<file path="config.mk">
export PLATFORM = sky130hd
export DESIGN_NAME = sme_bool_addsub_seq
export DESIGN_NICKNAME = d
export VERILOG_FILES = /design/src/rtl/sme_bool_addsub_seq.sv
export SDC_FILE = /design/constraint.sdc
export NUM_CORES = 2
export LEC_CHECK = 0
export CAP_MARGIN = 10
export CORE_MARGIN = 2
export CORE_UTILIZATION = 38
export DETAILED_ROUTE_END_ITERATION = 7
export GPL_TIMING_DRIVEN = 0
export PLACE_DENSITY = 0.71
export RECOVER_POWER = 25
export SETUP_SLACK_MARGIN = 0.3
export SLEW_MARGIN = 5
export SYNTH_ARGS = -nofsm -noshare
export SYNTH_HDL_FRONTEND = slang
export SYNTH_SLANG_ARGS = --single-unit
</file>
<file path="constraint.sdc">
create_clock -name g_clk -period 6.7 [get_ports g_clk]
set_clock_uncertainty 0.1 [all_clocks]
set_input_delay 1.675 -clock g_clk [delete_from_list [all_inputs] [get_ports g_clk]]
set_output_delay 1.675 -clock g_clk [all_outputs]
set_load 0.005 [all_outputs]
</file>
<file path="src/rtl/sme_bool_addsub_seq.sv">
// sme_bool_addsub_seq
//    Multi-cycle sequencer for boolean-masked add/sub (a+b, a-b mod 2^XLEN) on
//    SMAX-share operands. It drives the SME ALU's share-wise XOR, shift-left
//    and DOM AND ops to evaluate a masked Kogge-Stone carry network. The
//    operand, intermediate and result share registers, the round counter and
//    the request handshake all live here.
//
//    Handshake: a request is taken at a rising edge where valid && ready &&
//    !flush. ready is high only in IDLE. The requester holds valid and its
//    operands until that edge. done is a one-cycle strobe, and rd carries the
//    result shares only while done=1 (zero otherwise).
//
// Ports
//    g_clk, g_resetn           clock, synchronous active-low reset
//    g_clk_req                 clock request (busy or valid pending)
//    valid, ready, op_sub      request handshake; op_sub: 0=add, 1=sub
//    flush                     abort the running operation, no done
//    rs1, rs2                  operand shares (SMAX x XLEN)
//    rd, done                  result shares and completion strobe
//    alu_op_xor/and/shift      one-hot ALU op request while sequencing
//    alu_op_left, alu_shamt    shift direction and amount
//    alu_rs1, alu_rs2          ALU operand shares (held for the whole state)
//    alu_rd                    ALU result shares
module sme_bool_addsub_seq #(
   parameter int XLEN    = 32,
   parameter int SMAX    = 4,
   parameter int AND_LAT = 1
) (
   input  logic                       g_clk,
   input  logic                       g_resetn,
   output logic                       g_clk_req,
   input  logic                       valid,
   output logic                       ready,
   input  logic                       op_sub,
   input  logic                       flush,
   input  logic [SMAX-1:0][XLEN-1:0]  rs1,
   input  logic [SMAX-1:0][XLEN-1:0]  rs2,
   output logic [SMAX-1:0][XLEN-1:0]  rd,
   output logic                       done,
   output logic                       alu_op_xor,
   output logic                       alu_op_and,
   output logic                       alu_op_shift,
   output logic                       alu_op_left,
   output logic [4:0]                 alu_shamt,
   output logic [SMAX-1:0][XLEN-1:0]  alu_rs1,
   output logic [SMAX-1:0][XLEN-1:0]  alu_rs2,
   input  logic [SMAX-1:0][XLEN-1:0]  alu_rd
);

   localparam int L  = $clog2(XLEN);
   localparam int A  = AND_LAT + 1;
   localparam int KW = (L > 1) ? $clog2(L) : 1;
   localparam int WW = $clog2(A + 1);

   localparam logic [3:0] S_IDLE   = 4'd0;
   localparam logic [3:0] S_INIT_X = 4'd1;
   localparam logic [3:0] S_INIT_G = 4'd2;
   localparam logic [3:0] S_SHG    = 4'd3;
   localparam logic [3:0] S_ANDG   = 4'd4;
   localparam logic [3:0] S_XORG   = 4'd5;
   localparam logic [3:0] S_SHP    = 4'd6;
   localparam logic [3:0] S_ANDP   = 4'd7;
   localparam logic [3:0] S_SHC    = 4'd8;
   localparam logic [3:0] S_SUM    = 4'd9;
   localparam logic [3:0] S_DONE   = 4'd10;

   logic [3:0]                 state_q;
   logic [KW-1:0]              k_q;
   logic [WW-1:0]              wait_q;
   logic                       sub_q;
   logic [SMAX-1:0][XLEN-1:0]  a_q, b_q, x_q, p_q, g_q, t_q, r_q;

   logic                       accept;
   logic                       and_last;
   logic                       abort;
   logic [4:0]                 round_shamt;
   logic [SMAX-1:0][XLEN-1:0]  a_cap;
   logic [SMAX-1:0][XLEN-1:0]  sum_fix;

   assign ready     = (state_q == S_IDLE);
   assign done      = (state_q == S_DONE);
   assign g_clk_req = (state_q != S_IDLE) || valid;
   assign rd        = done ? r_q : '0;

   // flush is ignored in IDLE (and blocks a same-cycle request there) and in
   // DONE, where the result strobe always completes.
   assign accept   = valid && ready && !flush;
   assign abort    = flush && (state_q != S_IDLE) && (state_q != S_DONE);
   assign and_last = (wait_q == WW'(A - 1));

   // Shift distance of round k is 2^k.
   assign round_shamt = 5'(1) << k_q;

   // Subtraction is ~(~a + b): only share 0 is inverted, which inverts the
   // unmasked value without ever combining shares.
   always_comb begin
      a_cap = rs1;
      if (op_sub) a_cap[0] = ~rs1[0];
   end

   always_comb begin
      sum_fix = alu_rd;
      if (sub_q) sum_fix[0] = ~alu_rd[0];
   end

   // ALU request decode: purely a function of the state and held registers,
   // so the operands stay stable for the entire state.
   always_comb begin
      alu_op_xor   = 1'b0;
      alu_op_and   = 1'b0;
      alu_op_shift = 1'b0;
      alu_op_left  = 1'b0;
      alu_shamt    = 5'd0;
      alu_rs1      = '0;
      alu_rs2      = '0;
      case (state_q)
         S_INIT_X: begin
            alu_op_xor = 1'b1;
            alu_rs1    = a_q;
            alu_rs2    = b_q;
         end
         S_INIT_G: begin
            alu_op_and = 1'b1;
            alu_rs1    = a_q;
            alu_rs2    = b_q;
         end
         S_SHG: begin
            alu_op_shift = 1'b1;
            alu_op_left  = 1'b1;
            alu_shamt    = round_shamt;
            alu_rs1      = g_q;
         end
         S_ANDG, S_ANDP: begin
            alu_op_and = 1'b1;
            alu_rs1    = p_q;
            alu_rs2    = t_q;
         end
         S_XORG: begin
            alu_op_xor = 1'b1;
            alu_rs1    = g_q;
            alu_rs2    = t_q;
         end
         S_SHP: begin
            alu_op_shift = 1'b1;
            alu_op_left  = 1'b1;
            alu_shamt    = round_shamt;
            alu_rs1      = p_q;
         end
         S_SHC: begin
            alu_op_shift = 1'b1;
            alu_op_left  = 1'b1;
            alu_shamt    = 5'd1;
            alu_rs1      = g_q;
         end
         S_SUM: begin
            alu_op_xor = 1'b1;
            alu_rs1    = x_q;
            alu_rs2    = t_q;
         end
         default: begin
         end
      endcase
   end

   always_ff @(posedge g_clk) begin
      if (!g_resetn) begin
         state_q <= S_IDLE;
         k_q     <= '0;
         wait_q  <= '0;
         sub_q   <= 1'b0;
         a_q     <= '0;
         b_q     <= '0;
         x_q     <= '0;
         p_q     <= '0;
         g_q     <= '0;
         t_q     <= '0;
         r_q     <= '0;
      end else if (abort) begin
         state_q <= S_IDLE;
         k_q     <= '0;
         wait_q  <= '0;
      end else begin
         case (state_q)
            S_IDLE: begin
               if (accept) begin
                  a_q     <= a_cap;
                  b_q     <= rs2;
                  sub_q   <= op_sub;
                  k_q     <= '0;
                  wait_q  <= '0;
                  state_q <= S_INIT_X;
               end
            end
            S_INIT_X: begin
               // X keeps a^b for the final sum; P starts from the same value.
               x_q     <= alu_rd;
               p_q     <= alu_rd;
               state_q <= S_INIT_G;
            end
            S_INIT_G: begin
               if (and_last) begin
                  g_q     <= alu_rd;
                  wait_q  <= '0;
                  k_q     <= '0;
                  state_q <= S_SHG;
               end else begin
                  wait_q <= wait_q + WW'(1);
               end
            end
            S_SHG: begin
               t_q     <= alu_rd;
               state_q <= S_ANDG;
            end
            S_ANDG: begin
               if (and_last) begin
                  t_q     <= alu_rd;
                  wait_q  <= '0;
                  state_q <= S_XORG;
               end else begin
                  wait_q <= wait_q + WW'(1);
               end
            end
            S_XORG: begin
               // G and P&(G<<2^k) never overlap, so XOR merges like OR.
               g_q <= alu_rd;
               if (k_q == KW'(L - 1)) state_q <= S_SHC;
               else                   state_q <= S_SHP;
            end
            S_SHP: begin
               t_q     <= alu_rd;
               state_q <= S_ANDP;
            end
            S_ANDP: begin
               if (and_last) begin
                  p_q     <= alu_rd;
                  wait_q  <= '0;
                  k_q     <= k_q + KW'(1);
                  state_q <= S_SHG;
               end else begin
                  wait_q <= wait_q + WW'(1);
               end
            end
            S_SHC: begin
               // Carry into bit i is G[i-1]; the MSB carry falls off here.
               t_q     <= alu_rd;
               state_q <= S_SUM;
            end
            S_SUM: begin
               r_q     <= sum_fix;
               state_q <= S_DONE;
            end
            S_DONE: begin
               state_q <= S_IDLE;
            end
            default: begin
               state_q <= S_IDLE;
            end
         endcase
      end
   end

endmodule

</file>
==> run_results.csv <==
group,metric,value,unit
timing,drv_slew,69,
logic_synthesis,synth_top_area_cell,"dfxtp_1",
floorplan,die_y,325,um
min_path,hold_end,"r_q[36]",
layout,drive_above_1_share,6.12,%
global_route,grt_util_all_layers,32.6,%
min_path,hp-start,"r_q[36]",
cts,htree_levels,3,
setup_path,cp_max_fo,10,
job,cap_violations,6,
layout,multi_input_area,19100,um^2
logic_synthesis,synth_edf_count,0,
logic_synthesis,synthTopCellsByCount,"nand2_1, dfxtp_1, a21boi_0",
setup_path,reg2reg_from,"state_q[1]",
global_route,grt_pass1_wl,252000,um
setup_path,crit_arrival,4410,ps
logic_synthesis,synth_area_per_cell,8.76,um^2
logic_synthesis,synth_top_cell_area_share,46.2,%
timing,fin_hold_ws,349,ps
timing,setup_viol,0,
setup_path,r2r_cells,8,
setup_path,regToRegSetupSlack,2710,ps
floorplan,dieWidth,325,um
floorplan,start_util,38.4,%
layout,finalNetCount,5757,
cts,postCtsSetupBuffers,0,
route,met2_length,82700,um
logic_synthesis,syn_area,39200,um^2
min_path,worstHoldPathCells,2,
logic_synthesis,ys_top_cells_by_area,"dfxtp_1, nand2_1, a21boi_0, mux2i_1, a22o_1",
timing,finalCritPeriodShare,92.3,%
logic_synthesis,synth_warnings,0,
logic_synthesis,ys.flop_type,"dfxtp_1",
timing,rsz0062_at_grt,"no",
run_status,violations,"capacitance limit, slew limit",
route,wire_per_inst,26.4,um
setup_path,cpMostUsedCell,"buf_4",
global_route,grt_max_degree,14,
timing,slew_headroom,-21.5,%
place,place.gp.congestion,0.936,
logic_synthesis,synth.distinct_cells,53,
timing,fin_setup_tns,0,ps
pwr,p_leak,18.9,nW
route,vias,37000,
route,wl_met1,73500,um
route,dr.pass1.iters,5,
timing,clock.fmax,0.162,GHz
setup_path,cp-start-kind,"register",
logic_synthesis,yosys_register_bits,906,
setup_path,r2r-end,"b_q[58]",
route,top_layer,"met5",
floorplan,io_pins,785,
pwr,total_power,0.0158,W
cts,cts_tree,"built",
logic_synthesis,syn_nets,4872,
setup_path,criticalPathCategory,"register to primary output",
setup_path,startpoint,"state_q[1]",
place,io_buffers,783,
floorplan,die_area,106000,um^2
cts,path_clk_slew,60,ps
setup_path,cp_slowest_cell,"clkbuf_1",
route,wl_met3,15700,um
route,drt_iter0_markers,3280,
cts,numCtsBuffers,97,
timing,finalCriticalPeriod,6180,ps
logic_synthesis,ys_seq_area_share,46.2,%
cts,clock-sinks,906,
pwr,vdd_drop_max,0.000195,V
min_path,hold_class,"register to register",
global_route,antenna_found_initial,28,
place,hpwl,135000,um
layout,regArea,18100,um^2
cts,postCtsHoldBufs,0,
route,viasPerCell,5.42,
setup_path,crit_chain,"buf_4 > buf_4 > and3_1 > buf_2 > clkbuf_1 > and2_1 > clkdlybuf4s50_1",
pwr,pwr_density_cell,303,nW/um^2
route,final_antenna_net_count,0,
cts,clock_latency,680,ps
route,wirelength,180000,um
setup_path,crit_required,4930,ps
cts,ctsResizeCount,0,
global_route,grt_pass1_vias,35700,
floorplan,core,102000,um^2
layout,fillers,9799,
cts,clockRootBuffer,"clkbuf_16",
timing,timing.final.hold_violations,0,
global_route,grt-ovfl-total,0,
logic_synthesis,synth_most_common_cell,"nand2_1",
floorplan,rows,117,
logic_synthesis,synth-async-reset-ratio,0,%
timing,tightest_slew,1820,ps
setup_path,critPathMaxStageDelay,810,ps
route,drcViolationCount,0,
layout,syn2layout_area_growth,32.7,%
logic_synthesis,syn_inst,4478,
run_status,status,"finished, violations left",
setup_path,endpoint_kind,"primary output",
cts,clock_path_buffers,3,
==> how the worst max path moves through the flow <==
stage / to / slack (ps) / cells past startpoint
2_1_floorplan: g_clk_req / 3120 / 1
3_3_place_gp: alu_rs2[62] / 640 / 7
3_5_place_dp: rd[97] / 1280 / 7
4_1_cts: rd[97] / 530 / 7
5_1_grt: rd[97] / 440 / 7
6_report: rd[97] / 520 / 7
==> cell type report <==
| type | instances | area share (%) |
|---|---|---|
| timing repair buffer | 786 | 15.1 |
| sequential | 906 | 34.8 |
| buffer | 399 | 3.67 |
| inverter | 4 | 0.0288 |
| clock buffer | 138 | 5.47 |
| antenna | 18 | 0.0865 |
| multi-input combinational | 3169 | 36.7 |
| clock inverter | 36 | 0.716 |
| tap | 1368 | 3.29 |
==> cells by family after synthesis <==
logic type	count (synthesis)	synth area share, %
adders and majority gates	5	0.160
AOI/OAI and AO/OA	1051	22.2
and+or+nand+nor	1788	18.3
muxes	258	6.59
buffers and inverters	403	4.97
xor gates and xnor gates	67	1.50
DFF	906	46.2
==> through the flow <==
| stage | std cells | setup WS [ps] | instance area, um^2 | utilization, % |
|---|---|---|---|---|
| finish | 6824 | 516 | 52000 | 51.0 |
| global route | 6810 | 444 | 52000 | 51.0 |
| CTS | 6806 | 533 | 52100 | 51.0 |
| detailed placement | 6632 | 1280 | 48800 | 47.9 |
| global placement | 6629 | 642 | 48800 | 47.8 |
| floorplan | 4478 | 3120 | 39200 | - |
==> registers in the layout, indices dropped and copies added (netlist names) <==
register  cells
a_q         128
b_q         128
g_q         128
p_q         128
r_q         128
t_q         128
x_q         128
state_q       4
k_q           3
wait_q        2
sub_q         1
==> worst max-delay path, delay by kind of cell (launching register included) <==
kind          cells  cell delay [ps]
buf+inv           5             2470
flops             1              430
simple gates      2              790
==> per-layer routing <==
layer,vias to the layer above,GRT usage (%)
li1,17000,-
met1,18000,41.1
met2,1624,53.3
met3,335,7.38
met4,14,14.1
met5,-,0
==> cells in the final DEF, fill, tap and decap left out, drive strengths merged, types with 5 or more instances in the layout <==
| cell | count |
|---|---|
| a21boi | 578 |
| a221o | 128 |
| a22o | 257 |
| and2 | 133 |
| buf | 175 |
| bufinv | 7 |
| clkbuf | 365 |
| clkdlybuf4s50 | 780 |
| clkinv | 23 |
| dfxtp | 906 |
| diode | 18 |
| ha | 5 |
| inv | 6 |
| mux2i | 258 |
| nand2 | 1609 |
| nand2b | 8 |
| nor2 | 7 |
| nor2b | 8 |
| nor3 | 5 |
| o211a | 65 |
| xnor2 | 65 |
==> power breakdown <==
| group | switching, W | internal (W) |
|---|---|---|
| Combinational | 0.00274 | 0.00135 |
| Sequential | 0.000270 | 0.00584 |
| Clock | 0.00234 | 0.00321 |
| Total | 0.00535 | 0.0104 |
(Power assumes the default switching activity.)
